--- src/rtl/rf_pkg.sv ---
// rf_pkg: shared register-file widths, index/word types and the hardwired-zero index.
package rf_pkg;
    localparam int DATA_W   = 16;
    localparam int NUM_REGS = 16;
    localparam int ADDR_W   = $clog2(NUM_REGS);

    typedef logic [ADDR_W-1:0] reg_idx_t;
    typedef logic [DATA_W-1:0] word_t;

    localparam reg_idx_t ZERO_REG = '0;
endpackage

--- src/rtl/reg_cell.sv ---
// reg_cell: one architectural register with synchronous active-high reset and write enable.
module reg_cell
    import rf_pkg::*;
(
    input  logic  clk,
    input  logic  rst,
    input  logic  we,
    input  word_t d,
    output word_t q
);
    word_t data_d, data_q;

    always_comb data_d = we ? d : data_q;

    always_ff @(posedge clk) begin
        if (rst) data_q <= '0;
        else     data_q <= data_d;
    end

    assign q = data_q;
endmodule

--- src/rtl/reg_file.sv ---
// reg_file: 2-read/1-write register file with write-before-read bypass, hardwired R0
// and a sticky flag for attempted R0 writes.
module reg_file
    import rf_pkg::*;
(
    input  logic     clk,
    input  logic     rst,
    input  reg_idx_t src_reg1,
    input  reg_idx_t src_reg2,
    input  reg_idx_t dst_reg,
    input  logic     write_reg,
    input  word_t    dst_data,
    output word_t    src_data1,
    output word_t    src_data2,
    output logic     err
);
    word_t regs [NUM_REGS];
    logic  wr_ok;
    logic  err_d, err_q;

    assign regs[0] = '0;

    for (genvar i = 1; i < NUM_REGS; i++) begin : g_cell
        reg_cell u_cell (
            .clk (clk),
            .rst (rst),
            .we  (wr_ok && dst_reg == reg_idx_t'(i)),
            .d   (dst_data),
            .q   (regs[i])
        );
    end

    // Bypass never matches R0 because wr_ok excludes it, so R0 reads stay zero.
    always_comb begin
        wr_ok     = write_reg && !rst && dst_reg != ZERO_REG;
        src_data1 = rst ? '0 : (wr_ok && dst_reg == src_reg1) ? dst_data : regs[src_reg1];
        src_data2 = rst ? '0 : (wr_ok && dst_reg == src_reg2) ? dst_data : regs[src_reg2];
        err_d     = rst ? 1'b0 : err_q | (write_reg && dst_reg == ZERO_REG);
    end

    always_ff @(posedge clk) begin
        if (rst) err_q <= 1'b0;
        else     err_q <= err_d;
    end

    assign err = err_q;
endmodule
--- config.mk ---
export PLATFORM = sky130hd
export DESIGN_NAME = reg_file
export DESIGN_NICKNAME = d
export VERILOG_FILES = /design/src/rtl/rf_pkg.sv /design/src/rtl/reg_cell.sv /design/src/rtl/reg_file.sv
export SDC_FILE = /design/constraint.sdc
export NUM_CORES = 1
export LEC_CHECK = 0
export ABC_CLOCK_PERIOD_IN_PS = 3500
export CAP_MARGIN = 20
export CORE_ASPECT_RATIO = 1.1
export CORE_MARGIN = 2
export CORE_UTILIZATION = 28
export DETAILED_ROUTE_END_ITERATION = 8
export DONT_BUFFER_PORTS = 1
export PLACE_DENSITY = 0.49
export SLEW_MARGIN = 25
export SYNTH_ARGS = -nofsm -noshare
export SYNTH_HDL_FRONTEND = slang
export SYNTH_SLANG_ARGS = --single-unit
--- constraint.sdc ---
create_clock -name clk -period 3.5 [get_ports clk]
set_input_delay 0.175 -clock clk [delete_from_list [all_inputs] [get_ports clk]]
set_output_delay 0.175 -clock clk [all_outputs]
set_load 0.1 [all_outputs]
* After elaboration in Yosys (flattened, before gate mapping)
Index checks and enable logic that the tools add are counted.
Cells by class: add/sub/neg operators 0, multiply operators 0, div/mod/pow operators 0, $lt $le $gt $ge 2, equal/unequal tests 17, shift-type cells 0, mux-type cells 10, bitwise operators 3, reduce and logical (&&, ||, !) cells 23
Operator list (number):
- $bmux W16 S4 | 2
- $mux W16 | 8
- $eq A4 B4 Y1 const B | 8
- $logic_and A1 B1 Y1 | 20
- $eq A4 B3 Y1 const B | 4
- $ge A5 B5 Y1 const B | 2
- $not A4 Y5 | 2
- $eq A4 B2 Y1 const B | 2
- $eq A4 B4 Y1 | 2
- $eq A4 B1 Y1 const B | 1
- $logic_not A4 Y1 | 1
- $reduce_bool A4 Y1 | 1
- $logic_not A1 Y1 | 1
- $or A1 B1 Y1 | 1
Storage, ports and cells: register bits 241, bits in latches 0, memory bits (writable) 0, bits in read-only memories 0, output and inout bits 33, word-level logic and storage cells 71, memories 0

* Longest topological paths before layout
Gate-level depths: netlist (run 1).
depth after elaboration 6, depth in mapped cells 8

* Hierarchy
From an unflattened synthesis (run 1), not the netlist that was laid out.
Second synthesis, totals: cells, all modules 1284, area total of the unflattened synthesis 13554.2 µm²
Modules (own cells, without submodules):
- reg_cell | instances 15, cells each 52, area each 580.6 µm²
- reg_file | instances 1, cells each 504, area each 4845.9 µm²

* Least setup slack after synthesis (run 1)
OpenSTA, ideal clock, no wires.
kind input-to-output, start in src_reg1[1], end out src_data1[10], data arrival time 3.619 ns, setup slack -0.294 ns, cell stages on the path 8, buffers on the path 4, cell sequence buf_6 -> buf_4 -> and2b_1 -> buf_2 -> clkbuf_1 -> nand2_1 -> nand4_1 -> a311oi_1
Between the ends: word-level cells in the longest chain between the ends 6, elaborated cells between the ends (all ways) 8
Ends and longest elaborated chain:
- start: declaration | line reg_file.sv:8 | input reg_idx_t src_reg1,
- $not A4 Y5 (implied by the code) | line reg_file.sv:36 | src_data1 = rst ? '0 : (wr_ok && dst_reg == src_reg1) ? dst_data : regs[src_reg1];
- $bmux W16 S4 | line reg_file.sv:36
- $mux W16 (implied by the code) (2 in a row) | line reg_file.sv:36
- $mux W16 * (2 in a row) | line reg_file.sv:36
- end: declaration | line reg_file.sv:13 | output word_t src_data1,
Every way passes the cells marked *; elsewhere a longest branch is shown, timed or not. The select of a mux whose other input is x is not followed.

* Worst setup path after layout (run 1)
start in dst_reg[0], end out src_data2[4]
Between the ends: word-level cells in the longest chain between the ends 5, elaborated cells between the ends (all ways) 6
Ends and longest elaborated chain:
- start: declaration | line reg_file.sv:10 | input reg_idx_t dst_reg,
- $reduce_bool A4 Y1 | line reg_file.sv:35 | wr_ok = write_reg && !rst && dst_reg != ZERO_REG;
- $logic_and A1 B1 Y1 | line reg_file.sv:35
- $logic_and A1 B1 Y1 * | line reg_file.sv:37 | src_data2 = rst ? '0 : (wr_ok && dst_reg == src_reg2) ? dst_data : regs[src_reg2];
- $mux W16 * (2 in a row) | line reg_file.sv:37
- end: declaration | line reg_file.sv:14 | output word_t src_data2,
Every way passes the cells marked *; elsewhere a longest branch is shown, timed or not.

==> run_results.csv, run 1 <==
group,metric,value,unit
clock_network,worstSkewPairLatency,570,ps
synth,ys_types,42,
floorplan,dieHeight,234.4,um
min_path,min-delay-start,"dst_reg[2]",
sta,max_slew_margin,29.17,%
synth,synth_seq_cells,241,
finish,fillers,5019,
worst_setup_path,worstSetupStartpoint,"dst_reg[0]",
power_and_ir_drop,irDropWorstVdd,0.0002551,V
detailed_routing,detail_route.wl_per_cell,22.52,um
finish,regArea,4825,um2
worst_setup_path,crit_cells,5,
finish,layout.cells.most_common_list,"419 x nand2_1, 241 x dfxtp_1, 192 x a21oi_1, 170 x mux2i_1, 64 x dlygate4sd3_1",
sta,timing.final.max_slew_violations,0,
worst_setup_path,crit_chain,"o41ai_4 > buf_4 > or2_2 > a311oi_4 > buf_4",
worst_setup_path,crit_type,"input port to output pin",
floorplan,coreArea,47720,um2
global_routing,grt_max_degree,194,
floorplan,row_count,84,
clock_network,clock-sinks,241,
global_routing,grt_overflow_total,0,
sta,period_share,86.07,%
sta,max_clock_freq,0.3319,GHz
synth,ys_seq_area_share,35.70,%
finish,antennaDiodeCount,0,
synth,ys_warn_count,0,
outcome,status,"finished clean",
worst_setup_path,cpLargestDelayFamily,"compound AO/OA/AOI/OAI gates",
sta,rsz0062_at_grt,"no",
finish,final_common_cell,"nand2_1",
sta,finalSetupViolCount,0,
worst_setup_path,worst_path_largest_cell_delay,930,ps
sta,skew,0,ps
worst_setup_path,path_buf_inv,2,
sta,worstMarginPinSlew,1063,ps
sta,period_needed,3013,ps
detailed_routing,viasPerCell,5.383,
floorplan,die_w,213.5,um
global_routing,grt_pass1_vias,11630,
detailed_routing,firstDrtPassIters,5,
worst_setup_path,critPathCaptureType,"output pin",
floorplan,die_area,50050,um2
synth,syn-num-nets,1633,
finish,multiInputGateArea,8274,um2
detailed_routing,routed_wl,50.31,mm
synth,syn_area,13520,um2
synth,netlist_instances,1602,
finish,fin_nets,1599,
detailed_routing,ant_nets,0,
clock_network,clk_path_buf_depth,3,
sta,tns,0,ps
placement,finalWeightedCongestion,0.8149,
clock_network,h-tree-depth,1,
detailed_routing,drt_iter0_markers,978,
placement,dp_hpwl,29.37,mm
synth,syn_avg_cell_area,8.437,um2
clock_network,numCtsBuffers,28,
global_routing,grt_pass1_wl,75.04,mm
clock_network,cts-root-buf,"clkbuf_16",
floorplan,initial_core_util,28.32,%
global_routing,antenna_found_initial,0,
worst_setup_path,rr_worst_depth,3,
clock_network,clk_pin_slew,60,ps
clock_network,tritoncts,"done",
power_and_ir_drop,power,6482,uW
placement,numPortBuffers,0,
power_and_ir_drop,leakage,0.005820,uW
floorplan,io_pins,64,
worst_setup_path,reg2reg_from,"err$_SDFF_PP0_",
worst_setup_path,cp_common_cell,"buf_4",
worst_setup_path,setup.worst_path.start_class,"input port",
worst_setup_path,path_max_fanout,19,
worst_setup_path,arrival,2840,ps
worst_setup_path,crit_required,3320,ps
worst_setup_path,cp_slowest_cell,"o41ai_4",
global_routing,globalRouteTotalUtil,19.93,%
job,max_cap_violations,0,
detailed_routing,routed-via-count,12030,
min_path,hold_path_depth,4,
power_and_ir_drop,p_per_area,408.9,nW/um2
detailed_routing,route.detailed.drc,0,
sta,hold_viol,0,
min_path,hold_path_class,"input port to flip-flop",
finish,drive_gt1_share,12.40,%
clock_network,cts_setup_buffers,0,
finish,syn2layout_area_growth,17.28,%
-- routing by layer --
layer	share of wire, %	vias up	global-route usage, %
met5	0	-	0
met4	2.5	0	5.512
met3	8.4	71	4.682
met2	44	488	30.67
met1	45	5880	27.79
li1	-	5587	-
-- kinds of logic after synthesis --
family | Yosys count | synth area share, %
and+or+nand+nor | 647 | 21.20
muxes | 238 | 21.42
DFF | 241 | 35.70
AOI/OAI and AO/OA | 290 | 13.86
xor gates and xnor gates | 8 | 0.5184
buffers and inverters | 178 | 7.304
-- tightest hold or removal path: stages --
cell	delay, ps
nor3_2	20
buf_4	200
nand2_1	90
a21oi_1	60
-- area by class of cell --
class	count	area share, %
Clock buffer	36	4.933
Clock inverter	15	0.8051
Multi-Input combinational cell	1183	52.20
Sequential cell	241	30.44
Tap cell	645	5.091
Timing Repair Buffer	114	6.536
-- sequential cells by signal, indices dropped and copies added (netlist names) --
| register | flops |
|---|---|
| err | 1 |
| g_cell.u_cell.q | 240 |
-- path summary, 6_finish.rpt --
kind	end	slack, ps
setup / recovery	src_data2[4]	490
hold / removal	g_cell[3].u_cell.q[14]$_SDFFE_PP0P_	30
setup reg to reg	err$_SDFF_PP0_	1680
hold reg to reg	g_cell[11].u_cell.q[6]$_SDFFE_PP0P_	460
-- what timing repair did --
item,CTS,global route
hold endpoints to repair,241,0
gates resized for setup,0,0
hold buffers,65,0
-- synthesized netlist by cell type (all sizes together) --
cell type | number | area share, %
and3 | 2 | 0.093
or3 | 3 | 0.14
a221oi | 32 | 2.1
mux2 | 34 | 2.8
nor3 | 33 | 1.3
buf | 75 | 4.4
and2 | 6 | 0.28
and4bb | 2 | 0.19
nand4 | 34 | 1.7
nor2 | 56 | 1.6
and3b | 2 | 0.13
or2 | 3 | 0.14
nand3 | 37 | 1.4
o41ai | 1 | 0.20
a21oi | 192 | 7.1
mux4 | 34 | 6.0
xnor2 | 8 | 0.52
mux2i | 170 | 13
and2b | 6 | 0.34
a221o | 30 | 2.2
nand4b | 2 | 0.13
dfxtp | 241 | 36
a311oi | 34 | 2.2
nand2 | 419 | 12
clkbuf | 103 | 2.9
nor2b | 8 | 0.37
a31oi | 1 | 0.046
nand2b | 31 | 1.4
nor3b | 3 | 0.37
-- report_power, final --
| group | total, uW | switching [uW] | internal, uW |
|---|---|---|---|
| combinational | 744 | 508 | 236 |
| sequential | 2780 | 16.2 | 2760 |
| clock | 2960 | 1240 | 1720 |
| total | 6480 | 1770 | 4710 |
-- per-stage QoR --
stage	cell area [um2]	hold slack [ps]	util (%)	instances	setup slack, ps
floorplan	13720	332.2	-	1602	717.9
global placement	14270	291.2	29.91	2118	651.8
detailed placement	14270	286.3	29.91	2118	574.9
CTS	15850	19.70	33.22	2234	586.2
global route	15850	31.95	33.22	2234	436.1
finish	15850	27.36	33.22	2234	487.4
Power figures use the tool's default switching activity.
==> inputs of run 2 (changes only) <==
Settings changed: RECOVER_POWER from default to 50.
==> run 2 against run 1 <==
The flow now finishes with violations (capacitance limit, slew limit). Count of clock-buffer cells in the layout unchanged. Register-to-register slack about the same. First-iteration DRC count grew 2.9%. Total power about the same. Flip-flop and latch count stayed put. Sequential power about the same. Fmax rose by 1.4%. Critical path type unchanged. Largest cell class unchanged.
==> run_results.csv, run 2 (same netlist as run 1, synthesis figures left out) <==
group,metric,value,unit
outcome,status,"finished with violations",
outcome,violations,"capacitance limit, slew limit",
worst_setup_path,path_max_fanout,19,
sta,hold_viol,0,
floorplan,coreArea,47720,um2
sta,timing.final.max_slew_violations,51,
detailed_routing,detail_route.wl_per_cell,22.55,um
finish,antennaDiodeCount,0,
finish,fin_nets,1599,
global_routing,antenna_found_initial,0,
clock_network,clock-sinks,241,
sta,period_needed,2972,ps
clock_network,tritoncts,"done",
placement,dp_hpwl,29.37,mm
clock_network,cts-root-buf,"clkbuf_16",
sta,tns,0,ps
worst_setup_path,crit_type,"input port to output pin",
detailed_routing,ant_nets,0,
finish,largest_reg_flops,240,
worst_setup_path,cp_slowest_cell,"o41ai_4",
worst_setup_path,arrival,2800,ps
detailed_routing,routed-via-count,11970,
sta,max_slew_margin,-15.57,%
global_routing,grt_overflow_total,0,
worst_setup_path,critPathCaptureType,"output pin",
clock_network,worstSkewPairLatency,570,ps
placement,numPortBuffers,0,
clock_network,numCtsBuffers,28,
global_routing,grt_pass1_vias,11630,
sta,rsz0062_at_grt,"no",
finish,final_common_cell,"nand2_1",
clock_network,clk_pin_slew,60,ps
sta,finalSetupViolCount,0,
finish,fin_cells,2234,
clock_network,cts_resized,0,
detailed_routing,firstDrtPassIters,5,
detailed_routing,routed_wl,50.38,mm
min_path,hold_path_class,"input port to flip-flop",
clock_network,clk_path_buf_depth,3,
global_routing,grt_max_degree,194,
worst_setup_path,setup.worst_path.start_class,"input port",
detailed_routing,viasPerCell,5.359,
sta,skew,0,ps
power_and_ir_drop,power,6476,uW
floorplan,row_count,84,
sta,max_clock_freq,0.3365,GHz
floorplan,die_w,213.5,um
sta,period_share,84.91,%
finish,layout.cells.most_common_list,"419 x nand2_1, 241 x dfxtp_1, 192 x a21oi_1, 170 x mux2i_1, 64 x dlygate4sd3_1",
placement,finalWeightedCongestion,0.8149,
floorplan,dieHeight,234.4,um
finish,drive_gt1_share,11.77,%
worst_setup_path,cp_common_cell,"buf_4",
finish,syn2layout_area_growth,17.06,%
detailed_routing,drt_iter0_markers,1006,
global_routing,grt_pass1_wl,75.04,mm
power_and_ir_drop,irDropWorstVdd,0.0002546,V
worst_setup_path,cpLargestDelayFamily,"compound AO/OA/AOI/OAI gates",
placement,dpl.cell_count,2118,
sta,finalWorstSetupSlack,528.0,ps
worst_setup_path,worst_path_largest_cell_delay,900,ps
worst_setup_path,crit_required,3320,ps
power_and_ir_drop,p_per_area,409.3,nW/um2
global_routing,globalRouteTotalUtil,19.93,%
detailed_routing,route.detailed.drc,0,
placement,place_ws,574.9,ps
worst_setup_path,path_buf_inv,2,
floorplan,initial_core_util,28.32,%
power_and_ir_drop,leakage,0.005807,uW
floorplan,io_pins,64,
worst_setup_path,crit_chain,"o41ai_4 > buf_4 > or2_2 > a311oi_4 > buf_4",
sta,worstMarginPinSlew,1733,ps
job,max_cap_violations,4,
floorplan,die_area,50050,um2
clock_network,h-tree-depth,1,
==> run 2: power by group <==
group	internal (uW)	switching (uW)	total [uW]
Combinational	236	507	743
Sequential	2760	16.2	2780
Clock	1720	1240	2950
==> run 2: per-layer routing <==
layer | routed length, um | GRT usage, % | vias to the layer above
met4 | 1277 | 5.512 | 0
met5 | 0 | 0 | -
li1 | - | - | 5585
met3 | 4168 | 4.682 | 77
met1 | 22780 | 27.79 | 5851
met2 | 22150 | 30.67 | 458
==> run 2: worst paths after layout <==
check | slack (ps) | start | cells after the start | end
setup / recovery | 530 | dst_reg[0] | 5 | src_data2[15]
hold / removal | 30 | dst_reg[2] | 4 | g_cell[3].u_cell.q[14]$_SDFFE_PP0P_
hold reg to reg | 460 | g_cell[11].u_cell.q[6]$_SDFFE_PP0P_ | 2 | g_cell[11].u_cell.q[6]$_SDFFE_PP0P_
setup reg to reg | 1670 | err$_SDFF_PP0_ | 3 | err$_SDFF_PP0_
==> run 2: area by class of cell <==
cell class	instances	area, um2
clock buffers	36	782.0
clock inverters	15	127.6
fillers	5026	31890
multi-input cells	1183	8252
flip-flops and latches	241	4825
well taps	645	807.0
repair buffers	114	1028
==> run 2: timing repair <==
item,4_1_cts,5_1_grt
endpoints found under the hold margin,241,0
endpoints found under the setup margin,0,0
hold buffers,65,0
setup buffers,0,0
==> run 2: stage by stage <==
| step | area [um2] | utilization, % | hold slack [ps] |
|---|---|---|---|
| floorplan | 13720 | - | 332.2 |
| global placement | 14270 | 29.91 | 291.2 |
| detailed placement | 14270 | 29.91 | 286.3 |
| CTS | 15850 | 33.22 | 19.70 |
| global route | 15820 | 33.16 | 31.82 |
| finish | 15820 | 33.16 | 27.59 |
==> run 2: tightest hold or removal path: stages <==
cell,delay (ps)
nor3_2,20
buf_4,200
nand2_1,90
a21oi_1,60
